File: src/rtl/mc_ctrl.sv
// mc_ctrl -- multi-cycle MIPS control unit for the p5 CPU.
//
// Steps each instruction through FETCH / DECODE / EXEC / MEM / WB and drives
// the datapath strobes for the current state. Stalls on i_ready (FETCH) and
// d_ready (MEM) are timed by a saturating wait counter. Reaching MAX_WAIT with
// ready still low parks the unit in HALT with a sticky timeout flag. Only
// reset leaves HALT.
//
// Ports:
//   clk, reset            rising-edge clock, asynchronous active-high reset
//   Instr                 IR contents, valid from DECODE onward
//   i_ready, d_ready      instruction / data memory handshakes
//   br_taken              branch comparator result (beq equal, bgez rs>=0)
//   PCWrite, IRWrite      PC / IR load strobes
//   RegWrite              GRF write strobe
//   MemRead, MemWrite     DM access requests
//   RegDst, ALUSrc, MemtoReg, ExtOP, ALUctr   static datapath selects
//   nPC_sel               next-PC source (0 PC+4, 1 beq, 2 jal, 3 jr, 4 bgez)
//   state                 0 FETCH, 1 DECODE, 2 EXEC, 3 MEM, 4 WB, 5 HALT
//   timeout               sticky; set on entry to HALT
`timescale 1ns/1ps
module mc_ctrl #(
  parameter int NPC_SEL_W = 3,
  parameter int MAX_WAIT  = 15,
  parameter bit BGEZ_EN   = 1'b1
) (
  input  logic                 clk,
  input  logic                 reset,
  input  logic [31:0]          Instr,
  input  logic                 i_ready,
  input  logic                 d_ready,
  input  logic                 br_taken,
  output logic                 PCWrite,
  output logic                 IRWrite,
  output logic                 RegWrite,
  output logic                 MemRead,
  output logic                 MemWrite,
  output logic [1:0]           RegDst,
  output logic                 ALUSrc,
  output logic [1:0]           MemtoReg,
  output logic [NPC_SEL_W-1:0] nPC_sel,
  output logic [1:0]           ExtOP,
  output logic [1:0]           ALUctr,
  output logic [2:0]           state,
  output logic                 timeout
);

  typedef enum logic [2:0] {
    S_FETCH  = 3'd0,
    S_DECODE = 3'd1,
    S_EXEC   = 3'd2,
    S_MEM    = 3'd3,
    S_WB     = 3'd4,
    S_HALT   = 3'd5
  } state_t;

  typedef enum logic [3:0] {
    OP_NOP, OP_ADDU, OP_SUBU, OP_ORI, OP_LW, OP_LBU, OP_SW,
    OP_BEQ, OP_BGEZ, OP_LUI, OP_JAL, OP_JR
  } op_t;

  // A zero MAX_WAIT disables the timeout but still needs a 1-bit counter.
  localparam int               CNT_W   = (MAX_WAIT > 0) ? $clog2(MAX_WAIT + 1) : 1;
  localparam logic [CNT_W-1:0] CNT_LIM = CNT_W'(MAX_WAIT);
  localparam logic [CNT_W-1:0] CNT_SAT = '1;

  state_t           cur_st, nxt_st;
  op_t              op;
  logic [CNT_W-1:0] wait_cnt;
  logic             stall;
  logic [5:0]       opcode, funct;
  logic [4:0]       rt;
  logic [1:0]       sel_rd, sel_mtr, sel_ext, sel_alu;
  logic             sel_asrc;
  logic             unused_instr;

  assign opcode       = Instr[31:26];
  assign rt           = Instr[20:16];
  assign funct        = Instr[5:0];
  assign unused_instr = ^{Instr[25:21], Instr[15:6]};
  assign state        = cur_st;

  // Instruction class; anything unrecognised falls through as a nop.
  always_comb begin
    op = OP_NOP;
    case (opcode)
      6'b000000: begin
        case (funct)
          6'b100001: op = OP_ADDU;
          6'b100011: op = OP_SUBU;
          6'b001000: op = OP_JR;
          default:   op = OP_NOP;
        endcase
      end
      6'b001101: op = OP_ORI;
      6'b100011: op = OP_LW;
      6'b100100: op = OP_LBU;
      6'b101011: op = OP_SW;
      6'b000100: op = OP_BEQ;
      6'b001111: op = OP_LUI;
      6'b000011: op = OP_JAL;
      6'b000001: if (BGEZ_EN && rt == 5'd1) op = OP_BGEZ;
      default:   op = OP_NOP;
    endcase
  end

  // Static selects, same encoding as the single-cycle controller.
  always_comb begin
    sel_rd   = 2'd0;
    sel_asrc = 1'b0;
    sel_mtr  = 2'd0;
    sel_ext  = 2'd0;
    sel_alu  = 2'd0;
    case (op)
      OP_ADDU: sel_rd = 2'd1;
      OP_SUBU: begin sel_rd = 2'd1; sel_alu = 2'd1; end
      OP_ORI:  begin sel_asrc = 1'b1; sel_ext = 2'd1; sel_alu = 2'd2; end
      OP_LW:   begin sel_asrc = 1'b1; sel_mtr = 2'd1; end
      OP_LBU:  begin sel_asrc = 1'b1; sel_mtr = 2'd1; sel_ext = 2'd2; end
      OP_SW:   sel_asrc = 1'b1;
      OP_BEQ:  sel_alu = 2'd1;
      OP_BGEZ: sel_alu = 2'd1;
      OP_LUI:  sel_mtr = 2'd2;
      OP_JAL:  begin sel_rd = 2'd2; sel_mtr = 2'd3; end
      default: ;
    endcase
  end

  // Next state; a stall at the wait limit diverts to HALT, but a ready
  // arriving in that same cycle takes the normal path.
  always_comb begin
    nxt_st = cur_st;
    stall  = 1'b0;
    case (cur_st)
      S_FETCH:  if (i_ready) nxt_st = S_DECODE; else stall = 1'b1;
      S_DECODE: nxt_st = (op == OP_NOP) ? S_FETCH : S_EXEC;
      S_EXEC: begin
        case (op)
          OP_LW, OP_LBU, OP_SW:           nxt_st = S_MEM;
          OP_ADDU, OP_SUBU, OP_ORI, OP_LUI: nxt_st = S_WB;
          default:                        nxt_st = S_FETCH;
        endcase
      end
      S_MEM: begin
        if (d_ready) nxt_st = (op == OP_SW) ? S_FETCH : S_WB;
        else         stall  = 1'b1;
      end
      S_WB:    nxt_st = S_FETCH;
      default: nxt_st = S_HALT;
    endcase
    if (stall && (MAX_WAIT != 0) && (wait_cnt == CNT_LIM)) nxt_st = S_HALT;
  end

  always_ff @(posedge clk or posedge reset) begin
    if (reset) begin
      cur_st   <= S_FETCH;
      wait_cnt <= '0;
      timeout  <= 1'b0;
    end else begin
      cur_st <= nxt_st;
      if (nxt_st != cur_st)
        wait_cnt <= '0;
      else if (stall && wait_cnt != CNT_SAT)
        wait_cnt <= wait_cnt + 1'b1;
      if (nxt_st == S_HALT) timeout <= 1'b1;
    end
  end

  // Strobes follow the current state. Reset masks them combinationally, so
  // an in-flight access drops as soon as reset rises.
  always_comb begin
    PCWrite  = 1'b0;
    IRWrite  = 1'b0;
    RegWrite = 1'b0;
    MemRead  = 1'b0;
    MemWrite = 1'b0;
    RegDst   = 2'd0;
    ALUSrc   = 1'b0;
    MemtoReg = 2'd0;
    nPC_sel  = '0;
    ExtOP    = 2'd0;
    ALUctr   = 2'd0;
    if (!reset) begin
      if (cur_st inside {S_DECODE, S_EXEC, S_MEM, S_WB}) begin
        RegDst   = sel_rd;
        ALUSrc   = sel_asrc;
        MemtoReg = sel_mtr;
        ExtOP    = sel_ext;
        ALUctr   = sel_alu;
      end
      case (cur_st)
        S_FETCH: begin
          PCWrite = i_ready;
          IRWrite = i_ready;
        end
        S_EXEC: begin
          case (op)
            OP_BEQ:  begin nPC_sel = NPC_SEL_W'(1); PCWrite = br_taken; end
            OP_BGEZ: begin nPC_sel = NPC_SEL_W'(4); PCWrite = br_taken; end
            OP_JR:   begin nPC_sel = NPC_SEL_W'(3); PCWrite = 1'b1; end
            OP_JAL:  begin nPC_sel = NPC_SEL_W'(2); PCWrite = 1'b1; RegWrite = 1'b1; end
            default: ;
          endcase
        end
        S_MEM: begin
          MemRead  = (op == OP_LW) || (op == OP_LBU);
          MemWrite = (op == OP_SW);
        end
        S_WB:    RegWrite = 1'b1;
        default: ;
      endcase
    end
  end

endmodule

File: config.mk
export PLATFORM = sky130hd
export DESIGN_NAME = mc_ctrl
export DESIGN_NICKNAME = d
export VERILOG_FILES = /design/src/rtl/mc_ctrl.sv
export SDC_FILE = /design/constraint.sdc
export NUM_CORES = 1
export LEC_CHECK = 0
export BUFFER_PORTS_ARGS = -buffer_cell sky130_fd_sc_hd__buf_2
export CAP_MARGIN = 20
export CORE_MARGIN = 2
export CORE_UTILIZATION = 30
export DETAILED_ROUTE_END_ITERATION = 8
export HOLD_SLACK_MARGIN = 0.03
export MAX_ROUTING_LAYER = met4
export SLEW_MARGIN = 5
export SYNTH_ARGS = -nofsm -noshare
export SYNTH_HDL_FRONTEND = slang
export SYNTH_SLANG_ARGS = --single-unit
File: constraint.sdc
create_clock -name clk -period 2.5 [get_ports clk]
set_clock_uncertainty 0.1 [all_clocks]
set_input_delay 0.5 -clock clk [delete_from_list [all_inputs] [get_ports clk]]
set_output_delay 0.5 -clock clk [all_outputs]
set_load 0.005 [all_outputs]
# Word-level counts from Yosys, hierarchy flattened
# Index checks and enable logic that the tools add are counted.
dict set report classes {
  n_mux 45
  reduce_logical 16
  n_eq_ne 31
  addsub 1
}
# operator count
set ops {}
lappend ops {{$pmux 4 s9} 1}
lappend ops {{$eq 6x6->1 const B} 5}
lappend ops {{$eq 4x4->1 const B} 5}
lappend ops {{$eq 6x4->1 const B} 3}
lappend ops {{$mux 2} 9}
lappend ops {{$mux 3} 6}
lappend ops {{$eq 4x3->1 const B} 4}
lappend ops {{$pmux 3 s5} 1}
lappend ops {{$mux 1} 14}
lappend ops {{$mux 4} 3}
lappend ops {{$pmux 2 s2} 3}
lappend ops {{$pmux 3 s4} 1}
lappend ops {{$pmux 4 s3} 1}
lappend ops {{$eq 4x2->1 const B} 2}
lappend ops {{$pmux 1 s2} 4}
lappend ops {{$reduce_or 2->1} 4}
lappend ops {{$reduce_or 4->1} 2}
lappend ops {{$eq 3x2->1 const B} 2}
lappend ops {{$eq 3x3->1 const B} 2}
lappend ops {{$eq 6x1->1 const B} 1}
lappend ops {{$eq 6x2->1 const B} 1}
lappend ops {{$eq 6x3->1 const B} 1}
lappend ops {{$logic_not 6->1} 1}
lappend ops {{$pmux 2 s3} 1}
lappend ops {{other kinds (14)} 16}
dict set report word_totals {
  output_inout_bits 21
  in_bits 37
  ff_bits 8
  word_cells 96
}

# Depth between registers and ports, before layout
# Gate-level depths: netlist of the first run.
dict set report depth {
  ltp_word 10
  mapped_depth 6
}

# Worst setup path after synthesis of the first run
# OpenSTA, ideal clock, no wires.
dict set report synth_path {
  path_type {input port to output port}
  from {in Instr[28]}
  to {out MemtoReg[1]}
  t_arrival_ns 1.871
  path_stages 6
  path_buffers 1
  required_ns 1.900
  path_slack_ns 0.029
  path_cell_list {buf_6 > or4_4 > nor4_4 > a2111oi_2 > xor2_1 > nor3b_2}
}
dict set report synth_via {
  elab_chain_len 7
  word_cells_on_any_way 18
  classes_between {12 x eq/ne; 4 x mux; 2 x reduce/logical}
}
# element line
set synth_lines {}
lappend synth_lines {{from (decl)} 29} ;# input logic [31:0] Instr,
lappend synth_lines {{$eq 6x1->1 (tied with other cells)} 86} ;# case (opcode)
lappend synth_lines {{$pmux 4 s9 (*)} 86}
lappend synth_lines {{$eq 4x3->1} 114} ;# case (op)
lappend synth_lines {{$reduce_or 2->1 (no source line)} --}
lappend synth_lines {{$pmux 2 s3 (*)} 114}
lappend synth_lines {{$mux 2 (*)} 184} ;# if (cur_st inside {S_DECODE, S_EXEC, S_MEM, S_WB}) begin
lappend synth_lines {{$mux 2 (*)} 183} ;# if (!reset) begin
lappend synth_lines {{to (decl)} 40} ;# output logic [1:0] MemtoReg,
# Every way passes the cells marked *; elsewhere a longest branch is shown, timed or not.

# Final worst setup path of the first run
dict set report layout_path {
  from {in Instr[4]}
  to {out MemtoReg[1]}
}
dict set report layout_via {
  elab_chain_len 8
  word_cells_on_any_way 13
  classes_between {7 x eq/ne; 5 x mux; 1 x reduce/logical}
}
# element line
set layout_lines {}
lappend layout_lines {{$eq 6x4->1 / $eq 6x6->1 (equally long branches)} 88} ;# case (funct)
lappend layout_lines {{$pmux 4 s3 (*)} 88}
lappend layout_lines {{$pmux 4 s9 (*)} 86}
lappend layout_lines {{$eq 4x3->1} 114}
lappend layout_lines {{$reduce_or 2->1 (no source line)} --}
lappend layout_lines {{$pmux 2 s3 (*)} 114}
lappend layout_lines {{$mux 2 (*)} 184}
lappend layout_lines {{$mux 2 (*)} 183}
# Marked as above.

==> results of run 1 <==
## logic make-up after synthesis
kind of cell	synth area share, %
and+or+nand+nor	48.2
AOI/OAI and AO/OA	22.8
buffers and inverters	6.03
DFF	18.5
xor gates and xnor gates	3.25
adders and majority gates	1.16
## report_power, final
| group | switching, mW | total, mW | internal, mW |
|---|---|---|---|
| clock | 0.0447 | 0.0997 | 0.0550 |
| sequential | 0.0112 | 0.153 | 0.142 |
| combinational | 0.122 | 0.229 | 0.107 |
| total | 0.178 | 0.482 | 0.304 |
## worst min-delay path, cell delays in order
cell	delay, ns
buf_2	0.12
inv_1	0.09
buf_4	0.18
## routing by layer
metal  global-route usage, %  part of all wire [%]  vias up
li1                        -                     -      677
met1                    20.5                    46      615
met2                    27.7                    50       35
met3                    2.11                   3.6        2
met4                    3.26                  0.24        0
met5                       -                     0        -
## layout by cell type (no fill, tap or decap), types with 3 or more instances in the layout
cell type	instances
nor3_1	6
buf_4	24
a31oi_1	3
inv_1	6
nand3_1	8
a21oi_1	11
nor2_1	17
buf_2	37
clkbuf_4	3
dfrtp_1	8
buf_6	9
nand2_1	13
and2_1	3
## per-stage QoR
| step | area, µm² | utilization (%) | hold slack, ns |
|---|---|---|---|
| floorplan | 1080 | - | 0.232 |
| global placement | 1470 | 43.4 | 0.354 |
| detailed placement | 1470 | 43.4 | 0.360 |
| CTS | 1560 | 46.1 | 0.196 |
| global route | 1710 | 50.4 | 0.217 |
| finish | 1710 | 50.4 | 0.205 |
## final timing paths
check,from,endpoint,slack [ns]
setup / recovery,Instr[4],MemtoReg[1],-0.07
hold / removal,reset,wait_cnt[1],0.20
setup reg to reg,state[2],wait_cnt[2],0.31
hold reg to reg,timeout,timeout,0.37
max in group asynchronous,reset,timeout,1.97
min in group clk,timeout,timeout,0.37
## flip-flops by register name (all words and copies together) (netlist names)
signal and cells:
state 3, wait_cnt 4, timeout 1
## layout make-up
cell class	count	area, µm²	area share, %
multi-input combinational	121	922	54.0
timing repair buffer	71	482	28.2
sequential	8	200	11.7
tap	46	57.6	3.37
clock buffer	3	22.5	1.32
inverter	6	22.5	1.32
## repair_timing
| action | in CTS | in global routing |
|---|---|---|
| gates resized for setup | 13 | 19 |
| pin swaps | 6 | 7 |
| gates cloned | 0 | 0 |
| endpoints found under the setup margin | 8 | 10 |
| buffers inserted | 0 | 7 |
==> flow_metrics.env, run 1 <==
export IMPL_placement_io_buffers=42
export IMPL_crit_path_max_incr_delay_ns=0.57
export IMPL_die_height_um=64.0
export IMPL_tritoncts="done"
export IMPL_synth_yosys_warnings=0
export IMPL_ff2ff_path_depth=6
export IMPL_setup_repair_after_global_routing_missed_its_margin="true"
export IMPL_flow_area_growth_from_synthesis_pct=58.1
export IMPL_fin_cells=255
export IMPL_yosys_cell_count_top_type="nor2_1"
export IMPL_grt_antenna_before_repair=0
export IMPL_wire_length_of_the_first_global_routing_pass_mm=5.25
export IMPL_postRouteWirelength_mm=3.30
export IMPL_synth_edf_count=0
export IMPL_violations="setup timing"
export IMPL_grt_usage_pct=16.2
export IMPL_syn_area_per_cell_um2=7.55
export IMPL_report_final_hold_viol_count=0
export IMPL_vdd_drop_max_mv=0.118
export IMPL_inserted_diodes=0
export IMPL_worstPathRequired_ns=1.90
export IMPL_ys_top_cells_by_count="nor2_1, nand2_1, a21oi_1"
export IMPL_timing_worst_setup_path_type="in -> out"
export IMPL_vias_per_cell=5.21
export IMPL_post_synth_main_area_contributors="dfrtp_1, nor2_1, a21oi_1"
export IMPL_total_power_mw=0.482
export IMPL_yosysUniqueCellTypes=51
export IMPL_setup_ws_post_layout_ns=-0.0699
export IMPL_outcome="finished, violations left"
export IMPL_grt_overflow_total=0
export IMPL_fp_dieW_um=64.0
export IMPL_num_io_pins=58
export IMPL_htree_num_levels=1
export IMPL_clock_path_buffers=2
export IMPL_numClockSinks=8
export IMPL_place_congestion=0.755
export IMPL_route_vias_total=1329
export IMPL_worst_ep_arrival_time_ns=1.97
export IMPL_floorplan_core_area_um2=3390
export IMPL_timing_final_crit_share_pct=103
export IMPL_crit_fanout=3
export IMPL_setup_viol=2
export IMPL_pre_cts_slack_ns=-0.186
export IMPL_cts_root_buf="clkbuf_4"
export IMPL_first_iter_violations=58
export IMPL_worstHoldPathType="in -> async"
export IMPL_worst_slew_pin_slew_ns=0.351
export IMPL_synth_cell_area_um2=1080
export IMPL_floorplan_initialDensity_pct=31.9
export IMPL_ys_seq_elements=8
export IMPL_cts_hold_fix_buffers=0
export IMPL_place_detailed_instances=245
export IMPL_largest_net_degree_at_the_start_of_global_routing=16
export IMPL_syn_num_nets=181
export IMPL_detailed_place_hpwl_mm=2.56
export IMPL_slowest_stage="or4_4"
export IMPL_timing_critical_path_buf_inv=2
export IMPL_drt_pass1_iterations=4
export IMPL_layout_drive_gt1_share_pct=46.4
export IMPL_cap_viol_max_count=0
export IMPL_post_synth_inst_count=143
export IMPL_min_period_ns=2.57
export IMPL_clock_pin_transition_on_the_worst_setup_and_hold_timing_paths_ns=0.06
export IMPL_startpoint_type="primary input"
export IMPL_synthFlopType="dfrtp_1"
export IMPL_drt_drc_violations_left=0
export IMPL_cell_count_along_the_critical_path=7
export IMPL_ys_async_sr_fraction_pct=100
export IMPL_core_rowCount=21
export IMPL_die_area_um2=4100
export IMPL_total_leakage_power_nw=0.757
export IMPL_route_antenna_remaining_nets=0
export IMPL_vias_in_the_first_global_route=1212
export IMPL_finalNetCount=249
export IMPL_cts_inserted_buffers=3
export IMPL_timing_max_slew_rel_slack_pct=76.6
export IMPL_fin_tns_setup_ns=-0.0935
export IMPL_yosys_area_top_type="dfrtp_1"
export IMPL_power_per_cell_area_nw_per_um2=282
export IMPL_end_kind="output port"
export IMPL_clk_insertion_delay_late_ns=0.25
export IMPL_achievable_frequency_mhz=389
export IMPL_timing_max_transition_violations_final=0
export IMPL_cpLargestDelayFamily="simple AND/OR/NAND/NOR gates"
export IMPL_synth_top_area_share_pct=18.5
export IMPL_seq_area_frac_synth_pct=18.5
export IMPL_cp_cell_sequence="buf_6 > or4_4 > nor4_4 > a2111oi_4 > xor2_1 > nor3b_2 > buf_2"
export IMPL_wl_per_cell_um=12.9
export IMPL_fill_cells=324
(Power assumes the default switching activity.)
==> run 2: changes to the inputs <==
clock period = 3 ns   (was 2.5 ns; I/O delays follow)
==> run 2 against run 1 <==
Against the previous run:
- hold slack better by 0.043 ns
- via count is 8.7% lower
- sequential cell count stayed put
- clock power is 16% lower
- register-to-register slack better by 0.64 ns
- largest cell class unchanged
- cell area is 20% lower
- the run now ends clean
- count of clock-buffer cells in the layout stayed put
==> flow_metrics.env, run 2 (synthesized netlist as in run 1, its figures left out) <==
export IMPL_outcome="complete, no violations"
export IMPL_report_final_hold_viol_count=0
export IMPL_cts_inserted_buffers=3
export IMPL_place_congestion=0.822
export IMPL_setup_repair_after_global_routing_missed_its_margin="false"
export IMPL_power_per_cell_area_nw_per_um2=266
export IMPL_total_leakage_power_nw=0.597
export IMPL_worst_ep_arrival_time_ns=2.20
export IMPL_place_detailed_instances=228
export IMPL_power_clock_fraction_pct=23.1
export IMPL_fin_cells=231
export IMPL_worst_setup_path_startpoint="Instr[26]"
export IMPL_critPathCapture="MemtoReg[1]"
export IMPL_placement_io_buffers=42
export IMPL_cap_viol_max_count=0
export IMPL_core_rowCount=21
export IMPL_cts_root_buf="clkbuf_4"
export IMPL_worstPathRequired_ns=2.30
export IMPL_ff2ff_setup_slack_ns=0.95
export IMPL_largest_net_degree_at_the_start_of_global_routing=16
export IMPL_sequential_cell_area_um2=200
export IMPL_timing_final_crit_share_pct=96.7
export IMPL_fin_tns_setup_ns=0
export IMPL_first_iter_violations=52
export IMPL_power_switching_mw=0.138
export IMPL_seq_power_share_pct=35.1
export IMPL_total_power_mw=0.365
export IMPL_drt_drc_violations_left=0
export IMPL_route_vias_total=1213
export IMPL_p_comb_share_pct=41.8
export IMPL_vias_per_cell=5.25
export IMPL_fp_dieW_um=64.0
export IMPL_internal_power_mw=0.226
export IMPL_route_antenna_remaining_nets=0
export IMPL_top_register="wait_cnt"
export IMPL_num_io_pins=58
export IMPL_vdd_drop_max_mv=0.0990
export IMPL_postRouteWirelength_mm=3.00
export IMPL_flow_area_growth_from_synthesis_pct=27.1
export IMPL_end_kind="output port"
export IMPL_regToRegEndpoint="wait_cnt[0]"
export IMPL_worstHoldPathType="in -> async"
export IMPL_largest_register_ff_count=4
export IMPL_detailed_place_hpwl_mm=2.45
export IMPL_tritoncts="done"
export IMPL_grt_usage_pct=15.1
export IMPL_ff2ff_path_depth=5
export IMPL_floorplan_initialDensity_pct=31.9
export IMPL_netSwitchingFraction_pct=37.9
export IMPL_timing_max_transition_violations_final=0
export IMPL_cts_repair_timing_setup_buffer_count=0
export IMPL_floorplan_core_area_um2=3390
export IMPL_finalNetCount=225
export IMPL_startpoint_type="primary input"
export IMPL_timing_max_slew_rel_slack_pct=70.0
export IMPL_layout_drive_gt1_share_pct=33.5
export IMPL_die_area_um2=4100
export IMPL_fill_cells=356
export IMPL_clock_path_buffers=2
export IMPL_layout_common_cells="buf_2, nor2_1, nand2_1"
export IMPL_worst_slew_pin_slew_ns=0.446
export IMPL_timing_worst_setup_path_type="in -> out"
export IMPL_clock_pin_transition_on_the_worst_setup_and_hold_timing_paths_ns=0.06
export IMPL_min_period_ns=2.90
export IMPL_drt_pass1_iterations=4
export IMPL_setup_viol=0
export IMPL_numClockSinks=8
export IMPL_htree_num_levels=1
export IMPL_die_height_um=64.0
export IMPL_crit_fanout=7
export IMPL_inserted_diodes=0
export IMPL_clk_insertion_delay_late_ns=0.26
export IMPL_grt_antenna_before_repair=0
export IMPL_wl_per_cell_um=13.0
export IMPL_vias_in_the_first_global_route=1163
export IMPL_multi_input_area_um2=822
export IMPL_wire_length_of_the_first_global_routing_pass_mm=4.97
export IMPL_grt_overflow_total=0
export IMPL_leading_cell_type_in_the_layout_fill_and_taps_excluded="buf_2"
export IMPL_stdcell_area_um2=1370
export IMPL_placed_cell_area_um2=1340
export IMPL_rr_startpoint="state[2]"
export IMPL_achievable_frequency_mhz=345
run 2: changes by cell type in the layout (fill, tap and decap cells not counted), sizes merged:
| cell | change |
|---|---|
| buf | -24 |
run 2: how the worst min path moves through the flow:
| stage | start | to | slack, ns | depth (start not counted) |
|---|---|---|---|---|
| floorplan | reset | state[0] | 0.33 | 1 |
| CTS | reset | wait_cnt[0] | 0.25 | 2 |
| global route | reset | wait_cnt[0] | 0.29 | 2 |
| detailed placement | timeout | timeout | 0.37 | 1 |
| finish | reset | wait_cnt[1] | 0.25 | 2 |
| global placement | timeout | timeout | 0.35 | 1 |
run 2: cell type report:
class	instances	area share, %
inverter	6	1.64
multi-input combinational	121	59.9
clock buffer	3	1.64
timing repair buffer	47	18.0
sequential	8	14.6
tap	46	4.19
run 2: routing by layer:
metal  vias to the layer above  GRT usage (%)  routed length, µm
li1                        621              -                  -
met1                       546           19.2               1440
met2                        46           25.8               1430
met3                         0           1.06                135
met4                         0           4.08                  0
met5                         -              -                  0
run 2: worst max-delay path: stages:
cell and delay, ns:
buf_2 0.13, or4_1 0.65, nor2_1 0.21, a2111oi_2 0.12, xor2_1 0.19, nor3b_2 0.17
buf_2 0.13
run 2: timing repair:
action                     CTS  global route
hold buffers                 0             0
setup endpoints to repair    0             4
gates resized for setup      0             1
run 2: power groups by stage:
| stage | Sequential [mW] | Clock (mW) | Combinational, mW |
|---|---|---|---|
| 2_1_floorplan | 0.130 | 0 | 0.0983 |
| 3_3_place_gp | 0.130 | 0 | 0.152 |
| 3_5_place_dp | 0.130 | 0 | 0.153 |
| 4_1_cts | 0.129 | 0.0860 | 0.154 |
| 5_1_grt | 0.130 | 0.0918 | 0.170 |
| 6_report | 0.128 | 0.0841 | 0.152 |
run 2: stage by stage:
step | util, % | setup WS [ns] | hold WS (ns)
2_1_floorplan | - | 0.329 | 0.332
3_3_place_gp | 39.6 | 0.0861 | 0.353
3_5_place_dp | 39.6 | 0.0834 | 0.370
4_1_cts | 40.3 | 0.0845 | 0.251
5_1_grt | 40.5 | 0.0307 | 0.287
6_report | 40.5 | 0.0996 | 0.248
==> run 3: changes to the inputs <==
ABC_AREA = 0   (was not set)
CAP_MARGIN = not set   (was 20)
CORE_ASPECT_RATIO = 1.2   (was not set)
==> run 3 against run 2 <==
Against the previous run:
- the flow now finishes with violations (DRC)
- cell area grew 1.2%
- hold slack improved by 0.039 ns
- routed wire length grew 0.90%
- setup slack better by 0.016 ns
- sequential cell count stayed put
- global-route usage is 1.2 points higher
- clock power rose by 53%
- combinational power is essentially flat
- sequential power about the same
- sequential share of layout area decreased by 0.17 points
- register-to-register slack worse by 0.05 ns
- via count up 1.4%
==> flow_metrics.env, run 3 (synthesized netlist as in run 1, its figures left out) <==
export IMPL_drt_pass1_iterations=6
export IMPL_inserted_diodes=0
export IMPL_achievable_frequency_mhz=347
export IMPL_cts_hold_fix_buffers=0
export IMPL_detailed_place_hpwl_mm=2.40
export IMPL_end_kind="output port"
export IMPL_setup_viol=0
export IMPL_timing_max_transition_violations_final=0
export IMPL_first_iter_violations=72
export IMPL_fp_dieW_um=58.8
export IMPL_die_area_um2=4100
export IMPL_leading_cell_type_in_the_layout_fill_and_taps_excluded="buf_2"
export IMPL_route_vias_total=1230
export IMPL_timing_worst_setup_path_type="in -> out"
export IMPL_total_leakage_power_nw=0.604
export IMPL_grt_usage_pct=16.3
export IMPL_wl_per_cell_um=13.6
export IMPL_fin_cells=222
export IMPL_drt_drc_violations_left=3
export IMPL_worstPathRequired_ns=2.30
export IMPL_layout_common_cells="buf_2, nor2_1, nand2_1"
export IMPL_cap_viol_max_count=0
export IMPL_hold_worst_slack_ns=0.287
export IMPL_setup_ws_post_layout_ns=0.116
export IMPL_startpoint_type="primary input"
export IMPL_worst_slew_pin_slew_ns=0.433
export IMPL_vdd_drop_max_mv=0.117
export IMPL_worstHoldPathType="in -> async"
export IMPL_finalNetCount=225
export IMPL_min_period_ns=2.88
export IMPL_clock_path_buffers=2
export IMPL_die_height_um=69.7
export IMPL_grt_overflow_total=0
export IMPL_crit_fanout=7
export IMPL_route_antenna_remaining_nets=0
export IMPL_layout_drive_gt1_share_pct=34.6
export IMPL_total_power_mw=0.411
export IMPL_numClockSinks=8
export IMPL_clk_insertion_delay_late_ns=0.23
export IMPL_timing_final_crit_share_pct=96.1
export IMPL_wire_length_of_the_first_global_routing_pass_mm=5.35
export IMPL_place_congestion=0.890
export IMPL_power_per_cell_area_nw_per_um2=296
export IMPL_clock_pin_transition_on_the_worst_setup_and_hold_timing_paths_ns=0.04
export IMPL_vias_in_the_first_global_route=1211
export IMPL_cts_inserted_buffers=3
export IMPL_report_final_hold_viol_count=0
export IMPL_core_rowCount=23
export IMPL_worst_ep_arrival_time_ns=2.18
export IMPL_final_core_utilization_pct=40.9
export IMPL_largest_net_degree_at_the_start_of_global_routing=16
export IMPL_largest_register_ff_count=4
export IMPL_flow_area_growth_from_synthesis_pct=28.6
export IMPL_postRouteWirelength_mm=3.03
export IMPL_tritoncts="done"
export IMPL_placement_io_buffers=42
export IMPL_stdcell_area_um2=1390
export IMPL_vias_per_cell=5.54
export IMPL_fin_tns_setup_ns=0
export IMPL_outcome="finished, violations left"
export IMPL_floorplan_core_area_um2=3400
export IMPL_placed_cell_area_um2=1330
export IMPL_htree_num_levels=1
export IMPL_grt_antenna_before_repair=0
export IMPL_place_detailed_instances=219
export IMPL_floorplan_initialDensity_pct=31.8
export IMPL_num_io_pins=58
export IMPL_violations="DRC"
export IMPL_pre_cts_slack_ns=0.0694
export IMPL_cts_root_buf="clkbuf_8"
export IMPL_timing_max_slew_rel_slack_pct=71.1
export IMPL_top_register="wait_cnt"
## run 3: worst paths after layout
check / start / end / slack [ns] / depth (start not counted)
hold reg to reg: timeout / timeout / 0.37 / 1
hold / removal: reset / timeout / 0.29 / 2
setup reg to reg: state[2] / wait_cnt[2] / 0.90 / 5
setup / recovery: Instr[26] / MemtoReg[1] / 0.12 / 7
min in group clk: timeout / timeout / 0.37 / 1
max in group asynchronous: reset / wait_cnt[3] / 2.23 / 2
## run 3: area by class of cell
class / instances / area (µm²)
repair buffers: 47 / 248
well taps: 37 / 46.3
fillers: 374 / 2010
clock buffers: 3 / 41.3
multi-input cells: 121 / 831
inverters: 6 / 22.5
flip-flops and latches: 8 / 200
## run 3: power by group
group	switching (mW)	leakage, nW	internal (mW)
logic	0.0899	0.477	0.0629
registers	0.0107	0.106	0.119
clock network	0.0423	0.0216	0.0870
## run 3: routing by layer
layer | global-route usage (%) | share of wire [%] | vias up
li1 | - | - | 624
met5 | - | 0 | -
met1 | 21.5 | 46 | 558
met4 | 4.80 | 0 | 0
met2 | 26.4 | 49 | 48
met3 | 1.12 | 5.4 | 0
## run 3: what timing repair did
item                                    4_1_cts  5_1_grt
resized for setup                             0        3
buffers inserted                              0        0
endpoints found under the setup margin        0        4
## run 3: critical path, stage by stage
cell and delay (ns):
buf_2 0.13, or4b_1 0.52, a211oi_1 0.36, a2111oi_2 0.10, xor2_1 0.19, nor3b_2 0.16
buf_2 0.13
